**src/rtl/call_return_unit_if.sv**
```systemverilog
// Sequencer and LIFO signal bundle for call_return_unit.
// slave: the unit; master: sequencer plus LIFO side.
interface call_return_unit_if;
  logic        call_req;
  logic        ret_req;
  logic [15:0] ret_addr_in;
  logic        fault_clear;
  logic        lifo_full;
  logic        lifo_empty;
  logic [15:0] lifo_q;
  logic        lifo_push;
  logic        lifo_pop;
  logic [15:0] lifo_data;
  logic        busy;
  logic        done;
  logic        err;
  logic [15:0] pc_target;
  logic        overflow;
  logic        underflow;
  logic        sync_err;

  modport slave (
    input  call_req, ret_req, ret_addr_in, fault_clear,
    input  lifo_full, lifo_empty, lifo_q,
    output lifo_push, lifo_pop, lifo_data,
    output busy, done, err, pc_target,
    output overflow, underflow, sync_err
  );

  modport master (
    output call_req, ret_req, ret_addr_in, fault_clear,
    output lifo_full, lifo_empty, lifo_q,
    input  lifo_push, lifo_pop, lifo_data,
    input  busy, done, err, pc_target,
    input  overflow, underflow, sync_err
  );
endinterface

```
**src/rtl/call_return_unit.sv**
```systemverilog
// CALL/RET initiator for a 16-bit hardware LIFO return-address stack.
// Ports: clock, reset (sync, active-high), bus (call_return_unit_if.slave):
//   requests/fault_clear in, LIFO flags/data in, strobes/done/err/pc/faults out.
// Optional: CALLRET_SHADOW_CHECK_EN adds a shadow depth counter driving sync_err.
module call_return_unit #(
  parameter int DEPTH        = 16,
  parameter int LOG2_DEPTHP1 = 5
) (
  input  logic               clock,
  input  logic               reset,
  call_return_unit_if.slave  bus
);

  // Parameter sanity: the counter must hold 0..DEPTH.
  if (LOG2_DEPTHP1 != $clog2(DEPTH + 1)) begin : g_bad_cfg
    $error("LOG2_DEPTHP1 must be clog2(DEPTH+1)");
  end

  typedef enum logic [1:0] {
    S_IDLE,
    S_ISSUE,
    S_CAPTURE,
    S_DONE
  } state_e;

  state_e      state_q, state_d;
  logic        op_ret_q, op_ret_d;
  logic        push_q, push_d;
  logic        pop_q, pop_d;
  logic        err_q, err_d;
  logic [15:0] data_q, data_d;
  logic [15:0] pc_q, pc_d;
  logic        ovf_q, ovf_d;
  logic        udf_q, udf_d;

  always_comb begin
    state_d  = state_q;
    op_ret_d = op_ret_q;
    push_d   = 1'b0;
    pop_d    = 1'b0;
    err_d    = 1'b0;
    data_d   = data_q;
    pc_d     = pc_q;
    // A new fault below overrides a same-cycle clear.
    ovf_d    = bus.fault_clear ? 1'b0 : ovf_q;
    udf_d    = bus.fault_clear ? 1'b0 : udf_q;
    unique case (state_q)
      S_IDLE, S_DONE: begin
        state_d = S_IDLE;
        if (bus.call_req && bus.ret_req) begin
          state_d = S_DONE;
          err_d   = 1'b1;
        end else if (bus.call_req) begin
          op_ret_d = 1'b0;
          if (bus.lifo_full) begin
            ovf_d   = 1'b1;
            err_d   = 1'b1;
            state_d = S_DONE;
          end else begin
            data_d  = bus.ret_addr_in;
            push_d  = 1'b1;
            state_d = S_ISSUE;
          end
        end else if (bus.ret_req) begin
          op_ret_d = 1'b1;
          if (bus.lifo_empty) begin
            udf_d   = 1'b1;
            err_d   = 1'b1;
            state_d = S_DONE;
          end else begin
            pop_d   = 1'b1;
            state_d = S_ISSUE;
          end
        end
      end
      S_ISSUE: begin
        state_d = S_CAPTURE;
      end
      S_CAPTURE: begin
        // LIFO read data is valid one cycle after the pop edge.
        if (op_ret_q) begin
          pc_d = bus.lifo_q;
        end
        state_d = S_DONE;
      end
    endcase
  end

  always_ff @(posedge clock) begin
    if (reset) begin
      state_q  <= S_IDLE;
      op_ret_q <= 1'b0;
      push_q   <= 1'b0;
      pop_q    <= 1'b0;
      err_q    <= 1'b0;
      data_q   <= 16'h0000;
      pc_q     <= 16'h0000;
      ovf_q    <= 1'b0;
      udf_q    <= 1'b0;
    end else begin
      state_q  <= state_d;
      op_ret_q <= op_ret_d;
      push_q   <= push_d;
      pop_q    <= pop_d;
      err_q    <= err_d;
      data_q   <= data_d;
      pc_q     <= pc_d;
      ovf_q    <= ovf_d;
      udf_q    <= udf_d;
    end
  end

`ifdef CALLRET_SHADOW_CHECK_EN
  logic [LOG2_DEPTHP1-1:0] cnt_q, cnt_d;
  logic                    serr_q, serr_d;
  logic                    cnt_full, cnt_empty;

  // Counter moves at accept so CAPTURE sees the post-op depth,
  // matching the LIFO's registered flags.
  assign cnt_full  = (cnt_q == LOG2_DEPTHP1'(DEPTH));
  assign cnt_empty = (cnt_q == '0);

  always_comb begin
    cnt_d  = cnt_q;
    serr_d = bus.fault_clear ? 1'b0 : serr_q;
    if (push_d) begin
      cnt_d = cnt_q + LOG2_DEPTHP1'(1);
    end else if (pop_d) begin
      cnt_d = cnt_q - LOG2_DEPTHP1'(1);
    end
    if (state_q == S_CAPTURE &&
        ((cnt_full != bus.lifo_full) ||
         (cnt_empty != bus.lifo_empty))) begin
      serr_d = 1'b1;
    end
  end

  always_ff @(posedge clock) begin
    if (reset) begin
      cnt_q  <= '0;
      serr_q <= 1'b0;
    end else begin
      cnt_q  <= cnt_d;
      serr_q <= serr_d;
    end
  end

  assign bus.sync_err = serr_q;
`else
  assign bus.sync_err = 1'b0;
`endif

  assign bus.lifo_push = push_q;
  assign bus.lifo_pop  = pop_q;
  assign bus.lifo_data = data_q;
  assign bus.busy      = (state_q == S_ISSUE) || (state_q == S_CAPTURE);
  assign bus.done      = (state_q == S_DONE);
  assign bus.err       = err_q;
  assign bus.pc_target = pc_q;
  assign bus.overflow  = ovf_q;
  assign bus.underflow = udf_q;

endmodule
```
**src/flat_wrapper.sv**
```systemverilog
// flat-port wrapper written by rule: the top's interface ports become plain ports
module call_return_unit_flat 
#(
  parameter int DEPTH        = 16,
  parameter int LOG2_DEPTHP1 = 5
)
  (clock, reset, bus_call_req, bus_ret_req, bus_ret_addr_in, bus_fault_clear, bus_lifo_full, bus_lifo_empty, bus_lifo_q, bus_lifo_push, bus_lifo_pop, bus_lifo_data, bus_busy, bus_done, bus_err, bus_pc_target, bus_overflow, bus_underflow, bus_sync_err);
  call_return_unit_if bus_i ();
  input  logic clock;
  input  logic reset;
  input wire logic [$bits(bus_i.call_req)-1:0] bus_call_req;
  input wire logic [$bits(bus_i.ret_req)-1:0] bus_ret_req;
  input wire logic [$bits(bus_i.ret_addr_in)-1:0] bus_ret_addr_in;
  input wire logic [$bits(bus_i.fault_clear)-1:0] bus_fault_clear;
  input wire logic [$bits(bus_i.lifo_full)-1:0] bus_lifo_full;
  input wire logic [$bits(bus_i.lifo_empty)-1:0] bus_lifo_empty;
  input wire logic [$bits(bus_i.lifo_q)-1:0] bus_lifo_q;
  output wire logic [$bits(bus_i.lifo_push)-1:0] bus_lifo_push;
  output wire logic [$bits(bus_i.lifo_pop)-1:0] bus_lifo_pop;
  output wire logic [$bits(bus_i.lifo_data)-1:0] bus_lifo_data;
  output wire logic [$bits(bus_i.busy)-1:0] bus_busy;
  output wire logic [$bits(bus_i.done)-1:0] bus_done;
  output wire logic [$bits(bus_i.err)-1:0] bus_err;
  output wire logic [$bits(bus_i.pc_target)-1:0] bus_pc_target;
  output wire logic [$bits(bus_i.overflow)-1:0] bus_overflow;
  output wire logic [$bits(bus_i.underflow)-1:0] bus_underflow;
  output wire logic [$bits(bus_i.sync_err)-1:0] bus_sync_err;
  assign bus_i.call_req = bus_call_req;
  assign bus_i.ret_req = bus_ret_req;
  assign bus_i.ret_addr_in = bus_ret_addr_in;
  assign bus_i.fault_clear = bus_fault_clear;
  assign bus_i.lifo_full = bus_lifo_full;
  assign bus_i.lifo_empty = bus_lifo_empty;
  assign bus_i.lifo_q = bus_lifo_q;
  assign bus_lifo_push = bus_i.lifo_push;
  assign bus_lifo_pop = bus_i.lifo_pop;
  assign bus_lifo_data = bus_i.lifo_data;
  assign bus_busy = bus_i.busy;
  assign bus_done = bus_i.done;
  assign bus_err = bus_i.err;
  assign bus_pc_target = bus_i.pc_target;
  assign bus_overflow = bus_i.overflow;
  assign bus_underflow = bus_i.underflow;
  assign bus_sync_err = bus_i.sync_err;
  call_return_unit #(.DEPTH(DEPTH), .LOG2_DEPTHP1(LOG2_DEPTHP1)) u_core (.clock(clock), .reset(reset), .bus(bus_i));
endmodule
```
**config.mk**
```make
export PLATFORM = sky130hd
export DESIGN_NAME = call_return_unit_flat
export DESIGN_NICKNAME = d
export VERILOG_FILES = /design/src/rtl/call_return_unit_if.sv /design/src/rtl/call_return_unit.sv /design/src/flat_wrapper.sv
export SDC_FILE = /design/constraint.sdc
export NUM_CORES = 1
export LEC_CHECK = 0
export CAP_MARGIN = 20
export CORE_AREA = 2 2 73 75
export CTS_BUF_LIST = sky130_fd_sc_hd__clkbuf_8 sky130_fd_sc_hd__clkbuf_16
export DETAILED_ROUTE_END_ITERATION = 7
export DIE_AREA = 0 0 75 77
export HOLD_SLACK_MARGIN = 0.06
export MAX_ROUTING_LAYER = met4
export PLACE_DENSITY = 0.73
export SYNTH_ARGS = -nofsm -noshare
export SYNTH_HDL_FRONTEND = slang
export SYNTH_SLANG_ARGS = --single-unit
```
**constraint.sdc**
```tcl
create_clock -name clock -period 1.65 [get_ports clock]
set_clock_uncertainty 0.2 [all_clocks]
set_input_delay 0.165 -clock clock [delete_from_list [all_inputs] [get_ports clock]]
set_output_delay 0.165 -clock clock [all_outputs]
set_load 0.01 [all_outputs]
```
==> out/results.md <==
### Status
* **outcome** finished, final reports clean

### Place
* **placement-stage cell area** 2650 µm²
* **number of buffers added on ports** 77
* **cell count after placement** 320
* **routability-driven placement congestion ratio** 0.682
* **half-perimeter wire length after detailed placement** 2650 µm

### Worst setup path
* **peak fanout along the critical path** 17
* **cell with the largest stage delay on the worst path** sky130_fd_sc_hd__dfxtp_2
* **required time reported for the critical path endpoint** 1670 ps
* **critical setup path kind** flip-flop to flip-flop
* **Worst R2R Path Depth** 5
* **Reg-to-Reg Start** u_core.state_q[0]
* **Arr. time, crit path** 1580 ps
* **flop-to-flop setup slack** 80 ps
* **dominant delay contributor by cell family on the critical path** flip-flops
* **element type at the critical path end** flip-flop
* **kind of start point of the critical path** flip-flop
* **endpoint of the worst-slack reg-to-reg timing path** u_core.bus.lifo_data[9]
* **crit-path cells** inv_1 > ha_4 > and4bb_1 > buf_12 > mux2i_1
* **largest stage delay on the critical path** 330 ps
* **number of buffers and inverters on the critical path** 2

### Synth
* **portion of the post-synthesis area used by sequential elements** 0.447
* **Synthesis Warnings** 0
* **leading register cell type out of synthesis** sky130_fd_sc_hd__dfxtp_1
* **Synth area leaders** sky130_fd_sc_hd__dfxtp_1 (45%), sky130_fd_sc_hd__nand2b_1 (12%), sky130_fd_sc_hd__a21bo_2 (8.9%)
* **library cell occupying the most area in the post-synthesis netlist** sky130_fd_sc_hd__dfxtp_1
* **count of cell types in the netlist** 26
* **EDFF count, synth** 0
* **Cells after Synth** 182
* **async set-or-reset flop fraction in the synthesized netlist** 0
* **Mapped Area** 1790 µm²
* **FF+latch count, synth** 40
* **Post-Syn Area per Cell** 9.84 µm²
* **proportion of netlist area held by the largest area contributor** 0.447
* **Post-Syn Nets** 225

### STA
* **highest achievable clock rate** 639 MHz
* **TNS Setup** 0 ps
* **fin crit period** 1570 ps
* **Final Hold Violating Endpoints** 0
* **share of the clock period used by the worst path** 0.949
* **setup repair after global routing missed its margin** yes
* **Final setup viols** 0
* **Pins Over Slew Limit** 0

### Clock network
* **Clock Latency Late Sink** 280 ps
* **post-cts resize count** 5
* **hold-fix buffers at CTS** 0
* **Longest Clk Path Bufs** 2
* **TritonCTS Buffers** 5
* **number of H-tree levels** 2
* **Setup Buffers After CTS** 0
* **Clk Tree Root Cell** sky130_fd_sc_hd__clkbuf_8
* **CTS tree** yes
* **clock-pin transition on the worst setup and hold timing paths** 70 ps
* **clock sinks** 40

### Global routing
* **initial antenna violation count** 0
* **maximum number of pins on one net before global-route repair** 34
* **combined global-route utilization of all metal layers** 0.143
* **global-route wire length before repair** 6240 µm
* **number of global-route vias before repair** 1391
* **final global-route overflow total** 0

### Floorplanning
* **die outline width** 75 µm
* **number of top-level design ports** 79
* **Die H** 77 µm
* **initial core utilization** 0.360
* **Die ar.** 5780 µm²
* **core box area** 4980 µm²
* **placement row count** 26

### Route
* **DRC viols** 0
* **final wirelength** 3790 µm
* **Detailed Route Iter0 Violations** 41
* **total via count in the routed design** 1487
* **via count normalized by instance count** 4.53
* **drt pass-1 iters** 4
* **average detailed-routed wire length per instance** 11.6 µm
* **post-route ant nets** 0

### Finish
* **antenna diode instance count** 0
* **net count reported at finish** 300
* **Final Cell Area** 2740 µm²
* **final cell count without fillers** 328
* **Area growth syn-to-layout** 53.1%
* **fraction of final layout cells with drive strength greater than 1** 0.132

### Min path
* **Worst Hold Path EP** u_core.bus.lifo_data[10]
* **hold depth** 3
* **hold path startpoint** bus_ret_addr_in[10]
* **HP Class** input port to flip-flop

### Job
* **max-cap check violation count** 0

### Power and ir drop
* **overall power of the completed layout** 2.33 mW
* **Peak supply drop** 0.355 mV
* **power density over the cells** 848 nW/µm²
* **leakage power figure** 1.01 nW

registers in the layout, indices dropped and copies added, names as in the netlist:
| register | flops |
|---|---|
| u_core.state_q | 2 |
| u_core.bus.lifo_push | 1 |
| u_core.bus.overflow | 1 |
| u_core.bus.underflow | 1 |
| u_core.op_ret_q | 1 |
| u_core.bus.lifo_data | 16 |
| u_core.bus.pc_target | 16 |
| u_core.bus.lifo_pop | 1 |
| u_core.bus.err | 1 |
synth_stat cells (2+ instances only):
| library cell | n |
|---|---|
| sky130_fd_sc_hd__dfxtp_1 | 40 |
| sky130_fd_sc_hd__nand2b_1 | 34 |
| sky130_fd_sc_hd__a21oi_1 | 18 |
| sky130_fd_sc_hd__a21bo_2 | 16 |
| sky130_fd_sc_hd__mux2i_1 | 16 |
| sky130_fd_sc_hd__nand3_1 | 16 |
| sky130_fd_sc_hd__clkbuf_1 | 8 |
| sky130_fd_sc_hd__buf_2 | 6 |
| sky130_fd_sc_hd__inv_1 | 6 |
| sky130_fd_sc_hd__ha_1 | 4 |
| sky130_fd_sc_hd__a311oi_1 | 2 |
| sky130_fd_sc_hd__buf_6 | 2 |
worst max path at each step:
stage	start	to	slack (ps)	cells after the start
global route	u_core.state_q[0]	u_core.bus.lifo_data[15]	-0.5	5
finish	u_core.state_q[0]	u_core.bus.lifo_data[9]	80	5
detailed placement	bus_ret_req	u_core.bus.lifo_data[11]	-180	5
CTS	u_core.state_q[0]	bus_busy	40	4
floorplan	u_core.state_q[0]	u_core.bus.lifo_data[10]	4	7
global placement	bus_ret_req	u_core.bus.lifo_data[14]	-130	5
tightest hold or removal path, delay by kind of cell:
family / cells / cell delay (ps)
buffers and inverters: 1 / 390
AND/OR/NAND/NOR: 1 / 60
multiplexers: 1 / 60
report_power, final:
part	internal (mW)	switching [mW]	leakage [nW]
clock	0.328	0.308	0.0538
sequential	1.03	0.0336	0.325
combinational	0.350	0.273	0.628
routing by layer:
layer	global-route usage	routed length, µm	vias to the layer above
met2	0.199	1510	64
li1	-	-	767
met4	0.0536	64	0
met1	0.179	1790	651
met5	-	0	-
met3	0.0670	426	5
kinds of logic (layout without fill, tap and decap cells):
logic type / Yosys count / after routing / synth area share
AND/OR/NAND/NOR: 58 / 58 / 0.196
multiplexers: 16 / 16 / 0.0894
other: 1 / 1 / 0.00209
AO/OA/AOI/OAI: 39 / 39 / 0.163
flip-flops: 40 / 40 / 0.447
buffers and inverters: 24 / 100 / 0.0740
adder cells (fa/ha/maj): 4 / 4 / 0.0279
stage by stage:
stage | utilization | worst slack (ps) | hold slack [ps]
after floorplan | - | 4.04 | 41.8
after global placement | 0.531 | -127 | 257
after detailed placement | 0.531 | -178 | 259
after CTS | 0.552 | 37.1 | 226
after global routing | 0.551 | -0.516 | 247
final | 0.551 | 84.1 | 241
area by class of cell:
class,instances,area [µm²]
Inverter,6,22.5
Clock buffer,6,82.6
Timing Repair Buffer,86,870
Sequential cell,40,802
Clock inverter,2,7.51
Fill cell,458,2230
Multi-Input combinational cell,118,871
Tap cell,70,87.6
cells in the final DEF (no fill, tap or decap), types with 2 or more instances in the layout:
cell type	count
sky130_fd_sc_hd__a21oi_1	18
sky130_fd_sc_hd__buf_12	3
sky130_fd_sc_hd__buf_4	6
sky130_fd_sc_hd__clkbuf_8	6
sky130_fd_sc_hd__ha_1	3
sky130_fd_sc_hd__nand2b_1	34
sky130_fd_sc_hd__clkdlybuf4s50_1	75
sky130_fd_sc_hd__a21bo_2	16
sky130_fd_sc_hd__a311oi_1	2
sky130_fd_sc_hd__inv_1	8
sky130_fd_sc_hd__nand3_1	16
sky130_fd_sc_hd__mux2i_1	16
sky130_fd_sc_hd__dfxtp_1	39
No activity file was read; power rests on OpenSTA's default activity.
